==> src/rtl/riscv_pkg.sv <==
// Shared RV32 datapath constants and ALU opcodes for the execute-side blocks.
package riscv_pkg;
  localparam int XLEN_DEF       = 32;
  localparam int REG_ADDR_W_DEF = 5;
  localparam int ALU_OP_W_DEF   = 4;

  typedef enum logic [ALU_OP_W_DEF-1:0] {
    ALU_ADD  = 4'd0,
    ALU_SUB  = 4'd1,
    ALU_SLT  = 4'd2,
    ALU_SLTU = 4'd3,
    ALU_AND  = 4'd4,
    ALU_OR   = 4'd5,
    ALU_XOR  = 4'd6,
    ALU_SLL  = 4'd7,
    ALU_SRL  = 4'd8,
    ALU_SRA  = 4'd9
  } alu_op_e;

  // Compares are computed as a subtraction in the shared adder.
  function automatic logic alu_needs_sub(input logic [ALU_OP_W_DEF-1:0] op);
    return (op == ALU_SUB) || (op == ALU_SLT) || (op == ALU_SLTU);
  endfunction
endpackage

==> src/rtl/operand_forward_mux.sv <==
// Three-way operand source select: EX/MEM, then MEM/WB, then register file. x0 never forwards.
module operand_forward_mux #(
  parameter int XLEN       = 32,
  parameter int REG_ADDR_W = 5
) (
  input  logic [REG_ADDR_W-1:0] i_rs_addr,
  input  logic [XLEN-1:0]       i_rs_data,
  input  logic [REG_ADDR_W-1:0] i_exmem_rd,
  input  logic                  i_exmem_we,
  input  logic [XLEN-1:0]       i_exmem_result,
  input  logic [REG_ADDR_W-1:0] i_memwb_rd,
  input  logic                  i_memwb_we,
  input  logic [XLEN-1:0]       i_memwb_result,
  output logic [XLEN-1:0]       o_data
);
  logic w_ex_hit;
  logic w_wb_hit;

  assign w_ex_hit = i_exmem_we && (i_exmem_rd != '0) && (i_exmem_rd == i_rs_addr);
  assign w_wb_hit = i_memwb_we && (i_memwb_rd != '0) && (i_memwb_rd == i_rs_addr);

  always_comb begin
    o_data = i_rs_data;
    if (w_ex_hit)      o_data = i_exmem_result;
    else if (w_wb_hit) o_data = i_memwb_result;
  end
endmodule

==> src/rtl/id_ex_operand_stage.sv <==
// ID/EX pipeline register feeding the EX adder: forwarding, load-use bubble, stall/flush.
module id_ex_operand_stage
  import riscv_pkg::*;
#(
  parameter int XLEN       = XLEN_DEF,
  parameter int REG_ADDR_W = REG_ADDR_W_DEF,
  parameter int ALU_OP_W   = ALU_OP_W_DEF
) (
  input  logic                  clk_i,
  input  logic                  rst_i,
  input  logic                  valid_i,
  output logic                  ready_o,
  input  logic [XLEN-1:0]       pc_i,
  input  logic [REG_ADDR_W-1:0] rs1_addr_i,
  input  logic [REG_ADDR_W-1:0] rs2_addr_i,
  input  logic [REG_ADDR_W-1:0] rd_addr_i,
  input  logic [XLEN-1:0]       rs1_data_i,
  input  logic [XLEN-1:0]       rs2_data_i,
  input  logic [XLEN-1:0]       imm_i,
  input  logic                  use_imm_i,
  input  logic [ALU_OP_W-1:0]   alu_op_i,
  input  logic                  reg_write_i,
  input  logic                  mem_read_i,
  input  logic                  mem_write_i,
  input  logic                  stall_i,
  input  logic                  flush_i,
  input  logic [REG_ADDR_W-1:0] exmem_rd_i,
  input  logic                  exmem_reg_write_i,
  input  logic [XLEN-1:0]       exmem_result_i,
  input  logic [REG_ADDR_W-1:0] memwb_rd_i,
  input  logic                  memwb_reg_write_i,
  input  logic [XLEN-1:0]       memwb_result_i,
  output logic                  valid_o,
  output logic [XLEN-1:0]       A_o,
  output logic [XLEN-1:0]       B_o,
  output logic                  Sel_o,
  output logic                  C_o,
  output logic [ALU_OP_W-1:0]   alu_op_o,
  output logic [REG_ADDR_W-1:0] rd_addr_o,
  output logic                  reg_write_o,
  output logic                  mem_read_o,
  output logic                  mem_write_o,
  output logic [XLEN-1:0]       store_data_o,
  output logic [XLEN-1:0]       pc_o,
  output logic                  load_use_stall_o
);
  logic                  r_valid;
  logic [XLEN-1:0]       r_pc;
  logic [REG_ADDR_W-1:0] r_rs1;
  logic [REG_ADDR_W-1:0] r_rs2;
  logic [REG_ADDR_W-1:0] r_rd;
  logic [XLEN-1:0]       r_rs1_data;
  logic [XLEN-1:0]       r_rs2_data;
  logic [XLEN-1:0]       r_imm;
  logic                  r_use_imm;
  logic [ALU_OP_W-1:0]   r_alu_op;
  logic                  r_reg_write;
  logic                  r_mem_read;
  logic                  r_mem_write;

  logic                  w_load_use;
  logic                  w_wb_hit_rs1;
  logic                  w_wb_hit_rs2;
  logic [XLEN-1:0]       w_fwd_rs1;
  logic [XLEN-1:0]       w_fwd_rs2;

  assign w_load_use = r_valid && r_mem_read && (r_rd != '0) && valid_i &&
                      ((r_rd == rs1_addr_i) || (r_rd == rs2_addr_i));

  // While held, pick up a retiring MEM/WB value so it is not lost once it leaves the pipe.
  assign w_wb_hit_rs1 = memwb_reg_write_i && (memwb_rd_i != '0) && (memwb_rd_i == r_rs1);
  assign w_wb_hit_rs2 = memwb_reg_write_i && (memwb_rd_i != '0) && (memwb_rd_i == r_rs2);

  always_ff @(posedge clk_i or posedge rst_i) begin
    if (rst_i) begin
      r_valid     <= 1'b0;
      r_pc        <= '0;
      r_rs1       <= '0;
      r_rs2       <= '0;
      r_rd        <= '0;
      r_rs1_data  <= '0;
      r_rs2_data  <= '0;
      r_imm       <= '0;
      r_use_imm   <= 1'b0;
      r_alu_op    <= '0;
      r_reg_write <= 1'b0;
      r_mem_read  <= 1'b0;
      r_mem_write <= 1'b0;
    end else if (flush_i || (!stall_i && w_load_use)) begin
      r_valid     <= 1'b0;
      r_reg_write <= 1'b0;
      r_mem_read  <= 1'b0;
      r_mem_write <= 1'b0;
    end else if (stall_i) begin
      if (w_wb_hit_rs1) r_rs1_data <= memwb_result_i;
      if (w_wb_hit_rs2) r_rs2_data <= memwb_result_i;
    end else begin
      r_valid     <= valid_i;
      r_pc        <= pc_i;
      r_rs1       <= rs1_addr_i;
      r_rs2       <= rs2_addr_i;
      r_rd        <= rd_addr_i;
      r_rs1_data  <= rs1_data_i;
      r_rs2_data  <= rs2_data_i;
      r_imm       <= imm_i;
      r_use_imm   <= use_imm_i;
      r_alu_op    <= alu_op_i;
      r_reg_write <= reg_write_i;
      r_mem_read  <= mem_read_i;
      r_mem_write <= mem_write_i;
    end
  end

  operand_forward_mux #(.XLEN(XLEN), .REG_ADDR_W(REG_ADDR_W)) u_fwd_rs1 (
    .i_rs_addr(r_rs1), .i_rs_data(r_rs1_data),
    .i_exmem_rd(exmem_rd_i), .i_exmem_we(exmem_reg_write_i), .i_exmem_result(exmem_result_i),
    .i_memwb_rd(memwb_rd_i), .i_memwb_we(memwb_reg_write_i), .i_memwb_result(memwb_result_i),
    .o_data(w_fwd_rs1)
  );

  operand_forward_mux #(.XLEN(XLEN), .REG_ADDR_W(REG_ADDR_W)) u_fwd_rs2 (
    .i_rs_addr(r_rs2), .i_rs_data(r_rs2_data),
    .i_exmem_rd(exmem_rd_i), .i_exmem_we(exmem_reg_write_i), .i_exmem_result(exmem_result_i),
    .i_memwb_rd(memwb_rd_i), .i_memwb_we(memwb_reg_write_i), .i_memwb_result(memwb_result_i),
    .o_data(w_fwd_rs2)
  );

  assign ready_o          = !stall_i && !w_load_use;
  assign load_use_stall_o = w_load_use;
  assign valid_o          = r_valid;
  assign A_o              = w_fwd_rs1;
  assign B_o              = r_use_imm ? r_imm : w_fwd_rs2;
  assign store_data_o     = w_fwd_rs2;
  assign Sel_o            = alu_needs_sub(r_alu_op);
  assign C_o              = 1'b0;
  assign alu_op_o         = r_alu_op;
  assign rd_addr_o        = r_rd;
  assign pc_o             = r_pc;
  assign reg_write_o      = r_reg_write && r_valid;
  assign mem_read_o       = r_mem_read && r_valid;
  assign mem_write_o      = r_mem_write && r_valid;
endmodule

==> config.mk <==
export PLATFORM = sky130hd
export DESIGN_NAME = id_ex_operand_stage
export DESIGN_NICKNAME = d
export VERILOG_FILES = /design/src/rtl/riscv_pkg.sv /design/src/rtl/operand_forward_mux.sv /design/src/rtl/id_ex_operand_stage.sv
export SDC_FILE = /design/constraint.sdc
export NUM_CORES = 1
export LEC_CHECK = 0
export ABC_AREA = 1
export BUFFER_PORTS_ARGS = -buffer_cell sky130_fd_sc_hd__buf_2
export CORE_ASPECT_RATIO = 1.25
export CORE_MARGIN = 1.5
export CORE_UTILIZATION = 45
export CTS_CLUSTER_DIAMETER = 80
export DETAILED_ROUTE_END_ITERATION = 16
export GPL_ROUTABILITY_DRIVEN = 0
export PLACE_DENSITY = 0.76
export SKIP_CTS_REPAIR_TIMING = 1
export SYNTH_ARGS = -nofsm -noshare
export SYNTH_HDL_FRONTEND = slang
export SYNTH_SLANG_ARGS = --single-unit
==> constraint.sdc <==
create_clock -name clk_i -period 9.5 [get_ports clk_i]
set_input_delay 1.9 -clock clk_i [delete_from_list [all_inputs] [get_ports clk_i]]
set_output_delay 1.9 -clock clk_i [all_outputs]
set_load 0.01 [all_outputs]
**Yosys cells after proc, flatten, opt, wreduce, memory -nomap -nowiden**

Cells that the tools add are included.

- Bits in registers: 152
- Input port bits: 232
- Output and inout bits: 145
- Logic and storage cells: 64

- Equality and inequality tests: 10
- Muxes and demuxes: 15
- Bitwise gates (word level): 2
- Reduce and logical (&&, ||, !) cells: 24

Operator list:

| cell | number |
|---|---|
| two-way mux 32 bit | 7 |
| == test 5 bit | 6 |
| nonzero test 5 bit | 3 |
| logical AND 1 bit | 14 |
| == test 4 x 2 -> 1 bit, second input constant | 2 |
| two-way mux 1 bit | 8 |
| == test 4 x 1 -> 1 bit, second input constant | 1 |
| logical OR 1 bit | 4 |
| zero test 1 bit | 2 |
| inequality test 2 x 1 -> 1 bit, second input constant | 1 |
| NOT 1 bit | 2 |
| AND reduction 2 bit | 1 |

**Longest topological paths before layout**

Gate-level depths: netlist (run 1).

- Depth in word-level cells: 8
- Gate-level depth with buffers: 12
- Gate-level depth less buffers: 11

**Hierarchy**

From an unflattened synthesis (run 1), not the netlist that was laid out.

- Cells, all modules: 1,545
- Area total of the unflattened synthesis: 10,344.9 sq um

Modules (own cells, without submodules):

| module | times used | cells each | area an instance (sq um) |
|---|---|---|---|
| id_ex_operand_stage | 1 | 949 | 7,512.2 |
| operand_forward_mux | 2 | 298 | 1,416.4 |

**Worst setup path before layout (run 1)**

OpenSTA, ideal clock, no wires.

- Kind: input to output
- Start point: input port memwb_rd_i[4]
- End point: output port A_o[10]
- Arrival time: 3.042 ns
- Setup slack: 4.558 ns
- Stages on the path: 7
- Buffers on the path: 1
- Path through: xor2_1 nor2_1 nand3b_1 buf_2 nand2_1 nand2_1 o21ai_0

- Cells in the longest elaborated chain, start to end: 5
- Elaborated cells on any way between the ends: 6
- Classes of those cells: eq/ne (1); mux (2); reduce/logical (3)

Ends and longest elaborated chain:

| element | line | source |
|---|---|---|
| start: declaration | id_ex_operand_stage.sv:30 | `input logic [REG_ADDR_W-1:0] memwb_rd_i,` |
| nonzero test 5 bit | operand_forward_mux.sv:20 | `assign w_wb_hit = i_memwb_we && (i_memwb_rd != '0) && (i_memwb_rd == i_rs_addr);` |
| logical AND 1 bit | operand_forward_mux.sv:20 |  |
| logical AND 1 bit * | operand_forward_mux.sv:20 |  |
| two-way mux 32 bit * | operand_forward_mux.sv:25 | `else if (w_wb_hit) o_data = i_memwb_result;` |
| two-way mux 32 bit * | operand_forward_mux.sv:24 | `if (w_ex_hit) o_data = i_exmem_result;` |
| end: declaration | id_ex_operand_stage.sv:34 | `output logic [XLEN-1:0] A_o,` |

Mark *: on every way between the ends. The rest lies on a longest branch, timed or not.

**Worst setup path in the final report (run 1)**

- Start point: input port memwb_rd_i[3]
- End point: output port store_data_o[19]

- Cells in the longest elaborated chain, start to end: 5
- Elaborated cells on any way between the ends: 6
- Classes of those cells: eq/ne (1); mux (2); reduce/logical (3)

Ends and longest elaborated chain:

| element | line | source |
|---|---|---|
| nonzero test 5 bit | operand_forward_mux.sv:20 |  |
| logical AND 1 bit | operand_forward_mux.sv:20 |  |
| logical AND 1 bit * | operand_forward_mux.sv:20 |  |
| two-way mux 32 bit * | n/a |  |
| two-way mux 32 bit * | operand_forward_mux.sv:24 |  |
| end: declaration | id_ex_operand_stage.sv:43 | `output logic [XLEN-1:0] store_data_o,` |

Marks and branches as above.

==> metrics.md, run 1 <==
| Metric | Value |
|---|---|
| Via Count | 10,700 |
| Fill count | approximately 2,100 |
| # port buffers | around 380 |
| Die Ht | 167 um |
| Worst Hold Path EP | r_rs1_data[15] |
| # IOs | between 300 and 400 |
| Crit Path Class | input pin to output port |
| Largest net degree at the start of global routing | 95 |
| Layout cell share with drive strength beyond 1 | 0.265 |
| Clock sink count | between 150 and 200 |
| Peak VDD IR | approximately 0.00013 V |
| YS warnings | 0 |
| H-tree levels | 4 |
| Clock skew | 10.6 ps |
| Antenna Nets Post-Route | 0 |
| Area of the multi-input gates | just under 5000 sq um |
| Cell area power density | between 150 and 200 nW/um^2 |
| Wire per inst | between 15 and 20 um |
| Sw power | between 0.0007 and 0.0008 W |
| Slew Limit Fails | 0 |
| #FFs+latches synth | ~150 |
| Yosys cell types | 29 |
| Drt total wl | 33,100 um |
| Vias in the first global route | about 10,000 |
| Endpoints failing hold | 0 |
| Max-cap violations | 0 |
| Row cnt | 60 |
| Post-Syn Area | approximately 9700 sq um |
| Clock power share | 0.329 |
| HP Start | r_rs1_data[15] |
| Worst Hold Class | register to register |
| Die width | ~130 um |
| CP startpoint | memwb_rd_i[3] |
| Hold_ws | approximately 480 ps |
| Final Critical Period | 6890 ps |
| Fmax | 145 MHz |
| CP top delay family | simple AND/OR/NAND/NOR gates |
| Post-synth top flop | dfrtp_1 |
| Register area | roughly 3800 sq um |
| Worst-path clk slew | around 70 ps |
| DRC violations left | 0 |
| Die ar. | around 23,000 sq um |
| Via/cell ratio | between 5 and 6 |
| Total Power | approximately 0.0021 W |
| Async S/R FF share, synth | 1.00 |
| Final setup TNS | 0 ps |
| Placed Cells incl. Taps | between 2,000 and 2,500 |
| Reg2reg setup slack | 6210 ps |
| RSZ-0062 raised after global routing | false |
| P_int | ~0.0014 W |
| Final instance count without filler cells | about 2,100 |
| Critical path's slowest cell | nand2_1 |
| Clk root buf | clkbuf_16 |
| FF-to-FF End | r_rs2_data[24] |
| Global-route wire length before repair | roughly 52,000 um |
| CP startpoint kind | input pin |
| CP endpoint kind | output port |
| Detailed Place HPWL | 23,500 um |
| Syn_area_per_cell | between 6 and 7 sq um |
| Crit-path max FO | 33 |
| Area Growth Syn to Fin | 26.0% |
| Post-synth net total | ~1,700 |
| Initial DRC Count | between 900 and 1,000 |
| Leak pwr | about 7 nW |
| Fin area | ~12,000 sq um |
| TritonRoute pass-1 iters | 6 |
| Worst path max stage delay | around 1000 ps |
| Cell type with the largest total area after synthesis | dfrtp_1 |
| Max clock buf depth | 2 |
| Final setup fails | 0 |
| Final nets | 2,011 |
| Worst Path Buf+Inv | 3 |
| Antenna violations before repair | 6 |
| Global Route Usage Sum | 0.295 |
| Tcrit/Tclk final | 0.725 |
| Critical Path RT | around 7600 ps |
| CTS buffer count | 17 |
| Share of power burned in registers | 0.381 |
| WHS Path Cells | 2 |
| Overflow after GRT | 0 |
| Net switching fraction of the power | 0.351 |
| Post-Synthesis Cells | ~1,500 |
| Number of flops mapped to enable cells by yosys | 0 |
| Worst Max-Slew Pin Slew | between 1000 and 1500 ps |
| Initial Util | 0.455 |
| Max_slew headroom | 0.121 |
| Clock latency on the worst-skew pair | 430 ps |
| Register area share after synthesis | 0.391 |
| Yosys top cell area share | 0.391 |
| CP most frequent cell | nand2_1 |
| Critical path arrival | between 4000 and 5000 ps |
| Synth area leaders | dfrtp_1 (39%), nand2_1 (21%), nand3_1 (12%) |
| Critical R2R Launch | r_rs2[3] |
| Worst reg-to-reg path cell count | 10 |
| CTS tree | built |
| Status | complete, no violations |
| DP Area | 11,700 sq um |
| Comb power frac | 0.290 |
| Worst-path cell chain | buf_2 -> inv_1 -> nand3_1 -> nand2_1 -> nor2_4 -> nand2_1 -> nand2_1 -> nand3_1 -> and2_1 -> buf_2 |
| Placeable Area | between 20,000 and 25,000 sq um |
## worst register-to-register path, stage by stage, from the launching register on
cell,delay (ps)
dfrtp_1,440
inv_1,80
nand2_1,40
nand2_1,50
nand3_1,110
nor2_4,680
nand2_1,1070
nand2_1,370
nand3_1,110
nand3_1,150
nand2_1,80
## synth_stat cells, types with 5 or more instances
library cell  count
buf_2            26
buf_4            10
nand2_1         537
nand2_2          12
nand3b_1         33
inv_1           170
buf_6             5
o21ai_1          23
xor2_1           11
nor2_1           17
dfrtp_1         152
o21ai_0          97
nand3_1         235
and2_1           32
or2_2            32
clkbuf_1         36
xnor2_1           8
buf_1             7
## power groups by stage
| stage | Sequential [W] | Clock [W] | Combinational [W] |
|---|---|---|---|
| 2_1_floorplan | 0.000797 | 0 | 0.000361 |
| 3_3_place_gp | 0.000804 | 0 | 0.000596 |
| 3_5_place_dp | 0.000806 | 0 | 0.000607 |
| 4_1_cts | 0.000796 | 0.000700 | 0.000608 |
| 5_1_grt | 0.000806 | 0.000725 | 0.000678 |
| 6_report | 0.000797 | 0.000689 | 0.000607 |
## cells by family (layout without fill, tap and decap cells)
| logic type | count (synthesis) | after routing | synth area share |
|---|---|---|---|
| AO/OA/AOI/OAI | 121 | 121 | 0.0634 |
| XOR/XNOR | 19 | 19 | 0.0171 |
| buffers and inverters | 259 | 592 | 0.112 |
| flip-flops | 152 | 152 | 0.391 |
| other | 1 | 6 | 0.000385 |
| AND/OR/NAND/NOR | 907 | 907 | 0.416 |
## placed cells by master (no fill, tap or decap), types with 3 or more instances in the layout
master,netlist,final
buf_2,26,374
and2_1,32,32
nand2_1,537,537
nor3_1,4,4
xnor2_1,8,8
dfrtp_1,152,151
buf_4,10,12
nand3b_1,33,33
nand2_2,12,12
clkinv_4,0,3
inv_6,0,6
nor2_4,0,5
diode_2,0,5
nor2_1,17,13
o21ai_1,23,23
nand3_1,235,235
xor2_1,11,11
inv_1,170,169
clkbuf_16,0,17
or2_2,32,32
o21ai_0,97,97
## stage by stage
step / worst slack [ps] / util
after global placement: 2710 / 0.545
after floorplan: 3510 / -
after global routing: 2390 / 0.573
after CTS: 2650 / 0.573
final: 2610 / 0.573
after detailed placement: 2650 / 0.545
## worst max-delay path by stage
| stage | end | cells after the start |
|---|---|---|
| 6_report | store_data_o[19] | 10 |
| 5_1_grt | B_o[14] | 11 |
| 4_1_cts | store_data_o[19] | 10 |
| 3_5_place_dp | store_data_o[19] | 10 |
| 3_3_place_gp | store_data_o[19] | 10 |
| 2_1_floorplan | alu_op_o[0] | 1 |
## registers in the layout, summed over array words and instances (netlist names)
signal,count
r_use_imm,1
r_rs1_data,32
r_mem_read,1
r_rs1,5
alu_op_o,4
r_mem_write,1
r_rs2,5
r_rs2_data,32
rd_addr_o,5
valid_o,1
r_reg_write,1
pc_o,32
r_imm,32
## layout make-up
cell class,count,area share
Sequential cell,152,0.310
Timing Repair Buffer,386,0.160
Antenna cell,5,0.00102
Clock buffer,18,0.0350
Inverter,174,0.0537
Clock inverter,14,0.0132
Tap cell,279,0.0285
Multi-Input combinational cell,1048,0.398
## metal layers
layer | global-route usage | vias up | wire length [um]
met5 | 0 | - | 11
met1 | 0.346 | 4860 | 12500
met4 | 0.145 | 2 | 1360
li1 | - | 5203 | -
met2 | 0.510 | 555 | 16300
met3 | 0.0599 | 85 | 2920
No activity file was read; power rests on OpenSTA's default activity.
==> run 2: changes to the inputs <==
==> constraint.sdc (replaced) <==
create_clock -name clk_i -period 6.4 [get_ports clk_i]
set_input_delay 1.28 -clock clk_i [delete_from_list [all_inputs] [get_ports clk_i]]
set_output_delay 1.28 -clock clk_i [all_outputs]
set_load 0.01 [all_outputs]
==> run 2 against run 1 <==
Clock power increased by 45%. Largest cell class unchanged. Via count about the same. Final cell count about the same. Combinational power increased by 50%. Setup slack got worse by 1200 ps. Sequential share of layout area about the same. Non-clock buffer count increased by 4. First-iteration DRC count decreased by 3.5%.
==> metrics.md, run 2 (synthesized netlist as in run 1, its figures left out) <==
| Metric | Value |
|---|---|
| Sw power | 0.00114 W (was 0.000734 W) |
| FF-to-FF End | r_imm[11] (was r_rs2_data[24]) |
| Fin area | 12,300 sq um (about the same) |
| Global Route Usage Sum | 0.305 (was 0.295) |
| HP Start | r_rs1_data[4] (was r_rs1_data[15]) |
| RSZ-0062 raised after global routing | false (unchanged) |
| Global-route wire length before repair | 53,600 um (was 52,100 um) |
| Endpoints failing hold | 0 (unchanged) |
| Leak pwr | 7.13 nW (was 7.12 nW) |
| Final core occ | 0.574 (was 0.573) |
| Net switching fraction of the power | 0.368 (was 0.351) |
| Antenna violations before repair | 6 (unchanged) |
| Drt total wl | 33,800 um (was 33,100 um) |
| Vias in the first global route | 10,500 (was 10,400) |
| Tcrit/Tclk final | 0.784 |
| Comb power frac | 0.294 (was 0.290) |
| # port buffers | 375 (unchanged) |
| Pre-CTS WS | 1370 ps (was 2650 ps) |
| Max_slew headroom | 0.149 (was 0.121) |
| Largest net degree at the start of global routing | 102 (was 95) |
| Clk root buf | clkbuf_16 (unchanged) |
| Clock power share | 0.324 (was 0.329) |
| Share of power burned in registers | 0.382 (was 0.381) |
| Max clock buf depth | 2 (unchanged) |
| CP startpoint kind | input pin (unchanged) |
| Fmax | 199 MHz |
| CP endpoint kind | output port (unchanged) |
| H-tree levels | 4 (unchanged) |
| Clock sink count | 152 (unchanged) |
| CP most frequent cell | nand2_1 (unchanged) |
| Worst Hold Path EP | r_rs1_data[4] (was r_rs1_data[15]) |
| CTS buffer count | 17 (unchanged) |
| Wire per inst | 16.3 um (was 15.9 um) |
| TritonRoute pass-1 iters | 8 (was 6) |
| Most frequent cells in the layout | nand2_1 (537), buf_2 (374), nand3_1 (235), inv_1 (169), dfrtp_1 (151) (unchanged) |
| Die Ht | 167 um (unchanged) |
| Detailed Place HPWL | 24,100 um (was 23,500 um) |
| Cell area power density | 252 nW/um^2 (was 171 nW/um^2) |
| CTS tree | built (unchanged) |
| Critical Path RT | 5120 ps (was 7600 ps) |
| Area Growth Syn to Fin | 26.1% (was 26.0%) |
| Reg2reg setup slack | 3600 ps (was 6210 ps) |
| Crit Path Class | input pin to output port (unchanged) |
| WHS Path Cells | 2 (unchanged) |
| Crit-path max FO | 33 (unchanged) |
| Via/cell ratio | 5.15 (was 5.16) |
| Critical R2R Launch | rd_addr_o[2] (was r_rs2[3]) |
| Worst path max stage delay | 540 ps (was 1040 ps) |
| Overflow after GRT | 0 (unchanged) |
| Antenna Nets Post-Route | 0 (unchanged) |
| Worst-path cell chain | buf_2 -> inv_1 -> nand2_1 -> nand2_1 -> nand3_1 -> nor2_4 -> buf_4 -> nand2_1 -> buf_4 -> nand2_1 -> nand3_1 -> nand3_1 -> nand2_1 -> buf_2 (was buf_2 -> inv_1 -> nand3_1 -> nand2_1 -> nor2_4 -> nand2_1 -> nand2_1 -> nand3_1 -> and2_1 -> buf_2) |
| Final setup fails | 0 (unchanged) |
| Max-cap violations | 0 (unchanged) |
| Peak VDD IR | 0.000174 V (was 0.000128 V) |
| P_int | 0.00196 W (was 0.00136 W) |
| Worst-path clk slew | 70 ps (about the same) |
| Clock skew | 11.5 ps (was 10.6 ps) |
| Final setup TNS | 0 ps (unchanged) |
| Worst reg-to-reg path cell count | 9 (was 10) |
| Commonest non-fill, non-tap cell in the layout | nand2_1 (unchanged) |
| Row cnt | 60 (unchanged) |
| Worst setup margin | 1380 ps (was 2610 ps) |
| Via Count | 10,700 (about the same) |
| Final nets | 2,015 (was 2,011) |
| Critical path's slowest cell | nand2_1 (unchanged) |
| Slew Limit Fails | 0 (unchanged) |
| Worst Max-Slew Pin Slew | 1270 ps (was 1320 ps) |
| Critical path arrival | 3740 ps (was 4990 ps) |
| Total Power | 0.00309 W (was 0.00209 W) |
| # IOs | 377 (unchanged) |
| Worst Hold Class | register to register (unchanged) |
| Die ar. | 22,500 sq um (unchanged) |
| Status | complete, no violations (unchanged) |
| DP Area | 11,700 sq um (about the same) |
| Final Critical Period | about 5000 ps |
| Clock latency on the worst-skew pair | 430 ps (about the same) |
| Placeable Area | 21,400 sq um (unchanged) |
| Initial DRC Count | 890 (was 922) |
| DRC violations left | 0 (unchanged) |
| Die width | 135 um (unchanged) |
| Initial Util | 0.455 (unchanged) |
| Layout cell share with drive strength beyond 1 | 0.267 (was 0.265) |
run 2: worst max path at each step:
stage / slack, ps / startpoint / depth (start not counted) / endpoint
2_1_floorplan: 1030 / rst_i / 1 / alu_op_o[0]
5_1_grt: 1190 / memwb_rd_i[3] / 14 / B_o[29]
3_3_place_gp: 1440 / memwb_rd_i[3] / 13 / B_o[29]
6_report: 1380 / memwb_rd_i[3] / 14 / B_o[29]
4_1_cts: 1370 / memwb_rd_i[3] / 14 / B_o[29]
3_5_place_dp: 1370 / memwb_rd_i[3] / 14 / B_o[29]
run 2: critical path, delay by kind of cell:
kind          cells  cell delay, ps
buf+inv           5            1120
simple gates      9            1320
run 2: routing by layer:
metal / vias to the layer above / wire (um) / global-route usage
met1: 4857 / 13000 / 0.365
met5: - / 43 / 0
met4: 6 / 1470 / 0.149
met3: 102 / 2810 / 0.0633
met2: 540 / 16500 / 0.518
li1: 5206 / - / -
run 2: power by group through the flow:
stage / logic [W] / registers (W) / clock network, W
6_report: 0.000908 / 0.00118 / 0.00100
5_1_grt: 0.00102 / 0.00120 / 0.00106
4_1_cts: 0.000910 / 0.00118 / 0.00102
3_5_place_dp: 0.000908 / 0.00120 / 0
3_3_place_gp: 0.000893 / 0.00119 / 0
2_1_floorplan: 0.000536 / 0.00118 / 0
run 2: area by class of cell:
| class | count | area, sq um |
|---|---|---|
| multi-input cells | 1048 | 4890 |
| clock buffers | 17 | 425 |
| flip-flops and latches | 152 | 3800 |
| well taps | 279 | 349 |
| inverters | 174 | 658 |
| clock inverters | 15 | 154 |
| diodes | 3 | 7.51 |
| fillers | 2135 | 9120 |
| repair buffers | 390 | 1990 |
run 2: through the flow:
| step | hold WS (ps) | std cells |
|---|---|---|
| after floorplan | 449 | 1459 |
| final | 480 | 2078 |
| after global placement | 461 | 2043 |
| after CTS | 483 | 2075 |
| after detailed placement | 465 | 2043 |
| after global routing | 488 | 2077 |
